## src/rtl/pipe_hazard_ctrl_pkg.sv

```systemverilog
// rtl/pipe_hazard_ctrl_pkg.sv - shared pipeline constants and types for hazard control
package pipe_hazard_ctrl_pkg;

  localparam logic [1:0] FWD_RF  = 2'd0;
  localparam logic [1:0] FWD_MEM = 2'd1;
  localparam logic [1:0] FWD_WB  = 2'd2;

  localparam logic [4:0] REG_ZERO = 5'd0;

  typedef enum logic [1:0] {
    ST_IDLE = 2'd0,
    ST_BUSY = 2'd1,
    ST_DONE = 2'd2
  } md_state_e;

endpackage

```

## src/rtl/fwd_sel.sv

```systemverilog
// rtl/fwd_sel.sv - ALU operand forwarding select for one source register
module fwd_sel
  import pipe_hazard_ctrl_pkg::*;
(
  input  logic [4:0] src_i,
  input  logic [4:0] mem_wra_i,
  input  logic       mem_we_i,
  input  logic [4:0] wb_wra_i,
  input  logic       wb_we_i,
  output logic [1:0] sel_o
);

  // MEM holds the younger result, so it wins over WB
  always_comb begin
    sel_o = FWD_RF;
    if (mem_we_i && (mem_wra_i != REG_ZERO) && (mem_wra_i == src_i)) begin
      sel_o = FWD_MEM;
    end else if (wb_we_i && (wb_wra_i != REG_ZERO) && (wb_wra_i == src_i)) begin
      sel_o = FWD_WB;
    end
  end

endmodule

```

## src/rtl/pipe_hazard_ctrl.sv

```systemverilog
// rtl/pipe_hazard_ctrl.sv - load-use/branch hazard detection, mul/div sequencing and forwarding
module pipe_hazard_ctrl
  import pipe_hazard_ctrl_pkg::*;
#(
  parameter int MD_CYCLES = 32,
  parameter int CNT_W     = 16
) (
  input  logic             clk,
  input  logic             rstn,
  input  logic [4:0]       id_rs,
  input  logic [4:0]       id_rt,
  input  logic             id_useRs,
  input  logic             id_useRt,
  input  logic [4:0]       exe_rs,
  input  logic [4:0]       exe_rt,
  input  logic [4:0]       exe_WRA,
  input  logic             exe_regWe,
  input  logic             exe_isLoad,
  input  logic             exe_mdStart,
  input  logic             exe_clr,
  input  logic [4:0]       mem_WRA,
  input  logic             mem_regWe,
  input  logic [4:0]       wb_WRA,
  input  logic             wb_regWe,
  output logic             pc_pause,
  output logic             id_pause,
  output logic             exe_pause,
  output logic             id_flush,
  output logic             exe_bubble,
  output logic [1:0]       fwdA,
  output logic [1:0]       fwdB,
  output logic             md_busy,
  output logic             md_we,
  output logic [CNT_W-1:0] stall_cnt
);

  localparam int CW = $clog2(MD_CYCLES);

  md_state_e        state_q;
  logic [CW-1:0]    cnt_q;
  logic             md_busy_q;
  logic             md_we_q;
  logic [CNT_W-1:0] stall_q, stall_d;

  logic [1:0] fwd_a, fwd_b;
  logic       in_idle, load_use, branch, lu_stall, pause_c;

  fwd_sel u_fwd_a (
    .src_i     (exe_rs),
    .mem_wra_i (mem_WRA),
    .mem_we_i  (mem_regWe),
    .wb_wra_i  (wb_WRA),
    .wb_we_i   (wb_regWe),
    .sel_o     (fwd_a)
  );

  fwd_sel u_fwd_b (
    .src_i     (exe_rt),
    .mem_wra_i (mem_WRA),
    .mem_we_i  (mem_regWe),
    .wb_wra_i  (wb_WRA),
    .wb_we_i   (wb_regWe),
    .sel_o     (fwd_b)
  );

  always_comb begin
    in_idle  = (state_q == ST_IDLE);
    load_use = exe_isLoad && exe_regWe && (exe_WRA != REG_ZERO) &&
               ((id_useRs && (id_rs == exe_WRA)) || (id_useRt && (id_rt == exe_WRA)));
    branch   = in_idle && exe_clr;
    // a taken branch squashes the dependent instr, so its stall is moot
    lu_stall = in_idle && load_use && !exe_clr;
    pause_c  = lu_stall || md_busy_q;
  end

  // Outputs are forced low while reset is asserted, not just after the next edge
  assign pc_pause   = rstn && pause_c;
  assign id_pause   = rstn && pause_c;
  assign exe_pause  = rstn && md_busy_q;
  assign id_flush   = rstn && branch;
  assign exe_bubble = rstn && (branch || lu_stall);
  assign fwdA       = rstn ? fwd_a : FWD_RF;
  assign fwdB       = rstn ? fwd_b : FWD_RF;
  assign md_busy    = md_busy_q;
  assign md_we      = md_we_q;
  assign stall_cnt  = stall_q;

  // BUSY lasts MD_CYCLES-2 cycles; with MD_CYCLES==2 the op goes straight to DONE
  always_ff @(posedge clk or negedge rstn) begin
    if (!rstn) begin
      state_q   <= ST_IDLE;
      cnt_q     <= '0;
      md_busy_q <= 1'b0;
      md_we_q   <= 1'b0;
    end else begin
      case (state_q)
        ST_IDLE: begin
          if (exe_mdStart) begin
            cnt_q <= CW'(MD_CYCLES - 2);
            if (MD_CYCLES == 2) begin
              state_q <= ST_DONE;
              md_we_q <= 1'b1;
            end else begin
              state_q   <= ST_BUSY;
              md_busy_q <= 1'b1;
            end
          end
        end
        ST_BUSY: begin
          cnt_q <= cnt_q - CW'(1);
          if (cnt_q <= CW'(1)) begin
            state_q   <= ST_DONE;
            md_busy_q <= 1'b0;
            md_we_q   <= 1'b1;
          end
        end
        ST_DONE: begin
          state_q <= ST_IDLE;
          md_we_q <= 1'b0;
        end
        default: begin
          state_q   <= ST_IDLE;
          md_busy_q <= 1'b0;
          md_we_q   <= 1'b0;
        end
      endcase
    end
  end

  always_comb begin
    stall_d = stall_q;
    if (pause_c && (stall_q != {CNT_W{1'b1}})) begin
      stall_d = stall_q + CNT_W'(1);
    end
  end

  always_ff @(posedge clk or negedge rstn) begin
    if (!rstn) begin
      stall_q <= '0;
    end else begin
      stall_q <= stall_d;
    end
  end

endmodule

```

## config.mk

```make
export PLATFORM = sky130hd
export DESIGN_NAME = pipe_hazard_ctrl
export DESIGN_NICKNAME = d
export VERILOG_FILES = /design/src/rtl/pipe_hazard_ctrl_pkg.sv /design/src/rtl/fwd_sel.sv /design/src/rtl/pipe_hazard_ctrl.sv
export SDC_FILE = /design/constraint.sdc
export NUM_CORES = 1
export LEC_CHECK = 0
export CORE_ASPECT_RATIO = 2
export CORE_MARGIN = 2
export CORE_UTILIZATION = 37
export CTS_CLUSTER_SIZE = 40
export DETAILED_ROUTE_END_ITERATION = 6
export GPL_ROUTABILITY_DRIVEN = 0
export MAX_ROUTING_LAYER = met4
export PLACE_DENSITY = 0.71
export SYNTH_ARGS = -nofsm -noshare
export SYNTH_HDL_FRONTEND = slang
export SYNTH_SLANG_ARGS = --single-unit
```

## constraint.sdc

```tcl
create_clock -name clk -period 2.85 [get_ports clk]
set_clock_uncertainty 0.05 [all_clocks]
set_input_delay 0.57 -clock clk [delete_from_list [all_inputs] [get_ports clk]]
set_output_delay 0.57 -clock clk [all_outputs]
set_load 0.01 [all_outputs]
```

Word level (Yosys, flattened, before mapping)
Cells that the tools add are included.
{ "op_classes": {"mux": 16, "n_eq_ne": 11, "addsub": 2, "reduce_logical": 32, "magnitude_cmp": 1, "n_bitwise": 2} }
{ "ops": {"columns": ["operator", "n"], "rows": [
  ["5-bit == test", 6],
  ["1-bit logical AND", 19],
  ["16-bit by 1-bit adder with 16-bit output (second input constant)", 1],
  ["2-bit two-way mux", 8],
  ["16-bit inequality test (second input constant)", 1],
  ["5-bit nonzero test", 3],
  ["5-bit one-hot mux with 2 select lines", 1],
  ["2-bit AND reduction", 3],
  ["5-bit by 1-bit <= comparator with 1-bit output (second input constant)", 1],
  ["5-bit two-way mux", 1],
  ["5-bit by 1-bit subtractor with 5-bit output (second input constant)", 1],
  ["2-bit inequality test (second input constant)", 2],
  ["2-bit one-hot mux with 2 select lines", 1],
  ["1-bit logical OR", 3],
  ["1-bit two-way mux", 3],
  ["1-bit one-hot mux with 3 select lines", 1],
  ["3-bit AND reduction", 1],
  ["2-bit by 1-bit == test with 1-bit output (second input constant)", 1],
  ["2-bit == test (second input constant)", 1],
  ["2-bit zero test", 1],
  ["1-bit NOT", 2],
  ["1-bit one-hot mux with 2 select lines", 1],
  ["2-bit nonzero test", 1],
  ["1-bit zero test", 1]
]} }
{ "word_totals": {"elab_cells": 69, "in_bits": 45, "register_bits": 25, "output_inout_bits": 27} }

Depth between registers and ports, before layout
{ "depth": {"ltp_word": 8, "ltp_mapped": 7, "ltp_nobuf": 7} }

By module
Synthesis repeated with hierarchy kept, for this count alone.
{ "unflattened": {"cells_unflattened": 183, "hier_area_um2": 1705.4} }
{ "modules_own_cells": {"columns": ["module", "cells_per_inst", "n_inst", "area_per_inst_um2", "seq_area_each_um2"], "rows": [
  ["pipe_hazard_ctrl", 143, 1, 1402.6, 625.6],
  ["fwd_sel", 20, 2, 151.4, 0.0]
]} }

Worst setup path before layout
Ideal clock, no wire load.
{ "synth_timing": {"kind": "input -> output", "from": "input exe_WRA[1]", "to": "output pc_pause", "required_time_ns": 2.230, "n_path_buf": 2, "setup_slack_ns": 0.379, "path_stages": 7, "t_arrival_ns": 1.851, "cell_sequence": "or4_1 o211ai_2 inv_2 a21oi_4 buf_6 nor2b_1 buf_4"} }
{ "synth_between": {"elab_chain_cells": 8, "elab_cells_between_ends": 12, "cone_classes": "2 x eq/ne; 10 x reduce/logical"} }
{ "synth_lines": {"columns": ["element", "line_no", "source"], "rows": [
  ["start: declaration", "pipe_hazard_ctrl.sv:16", "input logic [4:0] exe_WRA,"],
  ["5-bit == test", "pipe_hazard_ctrl.sv:69", "((id_useRs && (id_rs == exe_WRA)) || (id_useRt && (id_rt == exe_WRA)));"],
  ["1-bit logical AND", "pipe_hazard_ctrl.sv:69", null],
  ["1-bit logical OR", "pipe_hazard_ctrl.sv:69", null],
  ["1-bit logical AND *", "pipe_hazard_ctrl.sv:68", "load_use = exe_isLoad && exe_regWe && (exe_WRA != REG_ZERO) &&"],
  ["1-bit logical AND * (2 in series)", "pipe_hazard_ctrl.sv:72", "lu_stall = in_idle && load_use && !exe_clr;"],
  ["1-bit logical OR *", "pipe_hazard_ctrl.sv:73", "pause_c = lu_stall || md_busy_q;"],
  ["1-bit logical AND *", null, null],
  ["end: declaration", "pipe_hazard_ctrl.sv:25", "output logic pc_pause,"]
]} }
Mark *: on every way between the ends. The rest lies on a longest branch, timed or not.

Worst setup path after layout
{ "layout_timing": {"from": "input exe_WRA[4]", "to": "output exe_bubble"} }
{ "layout_between": {"elab_chain_cells": 8, "elab_cells_between_ends": 12, "cone_classes": "2 x eq/ne; 10 x reduce/logical"} }
{ "layout_lines": {"columns": ["element", "line_no", "source"], "rows": [
  ["5-bit == test", "pipe_hazard_ctrl.sv:69", null],
  ["1-bit logical AND", "pipe_hazard_ctrl.sv:69", null],
  ["1-bit logical OR", "pipe_hazard_ctrl.sv:69", null],
  ["1-bit logical AND *", "pipe_hazard_ctrl.sv:68", null],
  ["1-bit logical AND * (2 in series)", "pipe_hazard_ctrl.sv:72", null],
  ["1-bit logical OR *", "pipe_hazard_ctrl.sv:81", "assign exe_bubble = rstn && (branch || lu_stall);"],
  ["1-bit logical AND *", "pipe_hazard_ctrl.sv:81", null],
  ["end: declaration", "pipe_hazard_ctrl.sv:29", "output logic exe_bubble,"]
]} }
Marked as above.

==> impl_metrics.toml <==
[run_status]
outcome = "completed"

[clock_network]
cts_root_buf = "clkbuf_8"
cts_buffers = 3
h-tree-depth = 1
clkTransAtPathRegs_ns = 0.09
clock_path_buffers = 2
cts_sinks = 25
cts_tree = "built"
clock_latency_ns = 0.27

[logic_synthesis]
syn_area_um2 = 1720
yosysTopAreaCellShare_pct = 36.3
syn-mean-instance-area_um2 = 9.37
ys_seq_area_share_pct = 36.3
ys_ff_latch = 25
synth.most_common_cell = "dfrtp_1"
yosysTopAreaCell = "dfrtp_1"
ys_types = 43
yosys_warnings = 0
synth_area_leaders = "dfrtp_1, xor2_1, xnor2_1"
synth_commonest_cells = "dfrtp_1, xor2_1, xnor2_1, nor2_1, nand2_1"
synthFlopType = "dfrtp_1"
synth_edf_count = 0
syn_inst = 184
syn-num-nets = 232
async_flop_share_pct = 100

[power_and_ir_drop]
seq_power_share_pct = 39.0
swShare_pct = 37.3
p_comb_share_pct = 47.0
powerDensity_nw_per_um2 = 562
peakVddDrop_uv = 374
clock_power_share_pct = 14.0
power_mw = 1.55
power_leakage_nw = 1.26
intPower_mw = 0.975
p_sw_mw = 0.579

[worst_setup_path]
r2r-start = "state_q[1]"
startpoint_type = "input pin"
worstPathMaxFanout = 3
r2r_cells = 7
reg2reg_slack_ns = 0.72
criticalPathCategory = "in -> out"
r2r_end = "stall_cnt[11]"
crit_arrival_ns = 2.17
critPathRequiredTime_ns = 2.23
worst_setup_path_end_kind = "output pin"

[detailed_routing]
dr_total_vias = 1726
drt_iter0_drc = 17
routed_wl_mm = 4.75
wl_per_cell_um = 14.1
final_antenna_net_count = 0
via_per_inst = 5.14
drt_pass1_iterations = 4
route.detailed.drc = 0

[sta]
tightestPinTransition_ns = 0.536
min_period_ns = 2.79
finalHoldViolCount = 0
timing.final.crit_share_pct = 97.7
slew_violations = 0
whs_ns = 0.286
timing.fmax_mhz = 359
setup_tns_ns = 0
rsz0062_at_grt = "no"
finalSetupViolCount = 0
relSlewSlack_pct = 63.9

[global_route]
grt_pass1_wl_mm = 7.71
grt_max_degree = 16
first_global_vias = 1788
antenna_found_initial = 0
grtUsageTotal_pct = 19.6
overflow = 0

[cells_and_area]
finish.net_count = 330
multi_input_area_um2 = 1110
antenna_cells = 0
drive_above_1_share_pct = 18.9
utilization_pct = 60.7
ff_latch_area_um2 = 626
syn2layout_area_growth_pct = 60.4
nFillCells = 407

[floorplan]
fp-row-count = 35
coreArea_um2 = 4550
dieArea_um2 = 5260
start_util_pct = 37.9
die_w_um = 52.3
ios = 72
die_h_um = 101

[hold_path]
min_path_type = "in -> async"

[placement]
port-buffer-count = 71
hpwl_mm = 3.93

[run]
cap_violations = 0
[worst max-delay path by stage]
stage               startpoint          to  slack, ns  cells after the start
global route        mem_WRA[4]     fwdB[0]      0.003                      7
global placement    mem_WRA[0]     fwdA[1]      -0.47                      6
detailed placement  mem_WRA[0]     fwdA[1]      -0.52                      6
floorplan           exe_WRA[1]    pc_pause       0.38                      7
finish              exe_WRA[4]  exe_bubble       0.06                      7
CTS                 exe_WRA[1]  exe_bubble      0.004                      7
[layout by cell type, fill, tap and decap left out, types with 2 or more instances in the layout]
master / count
a21oi_1: 7
and2_1: 3
and3_1: 3
and4_1: 2
buf_2: 3
buf_4: 25
clkbuf_2: 2
clkbuf_8: 3
clkdlybuf4s50_1: 48
dfrtp_1: 25
dlygate4sd2_1: 8
dlymetal6s2s_1: 9
ha_1: 3
inv_1: 6
mux2_1: 3
nand2_1: 13
nand3_1: 9
nand4_1: 5
nor2_1: 14
nor2b_1: 2
nor3_1: 7
nor4_1: 5
nor4_4: 2
o21ai_0: 4
or4_1: 2
or4_4: 4
xnor2_1: 18
xor2_1: 22
[registers in the layout (all words and copies together) (netlist names)]
signal and cells:
stall_cnt 16, cnt_q 5, state_q 2, md_busy 1, md_we 1
[power groups by stage]
stage / logic [mW] / clock network [mW] / registers, mW
2_1_floorplan: 0.360 / 0 / 0.618
3_3_place_gp: 0.724 / 0 / 0.609
3_5_place_dp: 0.734 / 0 / 0.615
4_1_cts: 0.733 / 0.220 / 0.607
5_1_grt: 0.806 / 0.237 / 0.628
6_report: 0.731 / 0.217 / 0.606
[kinds of logic (layout without fill, tap and decap cells)]
kind of cell / after synthesis / after routing / share of synthesized area, %
DFF: 25 / 25 / 36.3
adders and majority gates: 3 / 3 / 2.18
and+or+nand+nor: 77 / 77 / 24.5
muxes: 3 / 3 / 1.96
xor gates and xnor gates: 41 / 41 / 21.3
AOI/OAI and AO/OA: 25 / 25 / 11.0
buffers and inverters: 10 / 107 / 2.83
[stage by stage]
step / worst slack [ns] / cells / area (µm²)
global route: 0.00281 / 336 / 2770
CTS: 0.00362 / 336 / 2720
floorplan: 0.379 / 184 / 1720
global placement: -0.468 / 331 / 2660
detailed placement: -0.518 / 331 / 2660
finish: 0.0646 / 336 / 2770
[worst max-delay path: stages]
cell             delay, ns
dlygate4sd2_1         0.27
or4_4                 0.54
o211ai_2              0.16
inv_2                 0.08
and2_4                0.16
a21o_1                0.17
clkdlybuf4s15_2       0.22
[timing repair]
action                     4_1_cts  5_1_grt
hold buffers                     0        0
resized for setup               33       18
cloned                           0        0
buffers inserted                 1        0
pin swaps                        4       10
setup endpoints to repair        8        6
[layer usage]
metal	up-vias	routed length (µm)	global-route usage [%]	part of all wire, %
met5	-	0	-	0
met4	0	138	7.50	2.9
met3	12	89	1.34	1.9
met2	33	2850	37.8	60
met1	834	1670	19.5	35
li1	847	-	-	-
[cell type report]
class / instances / share of cell area [%]
Multi-Input combinational cell: 149 / 40.1
Clock buffer: 3 / 1.49
Clock inverter: 1 / 0.271
Tap cell: 55 / 2.49
Inverter: 7 / 0.950
Timing Repair Buffer: 96 / 32.1
Sequential cell: 25 / 22.6
Note: power is estimated with default switching activity, not from simulation.
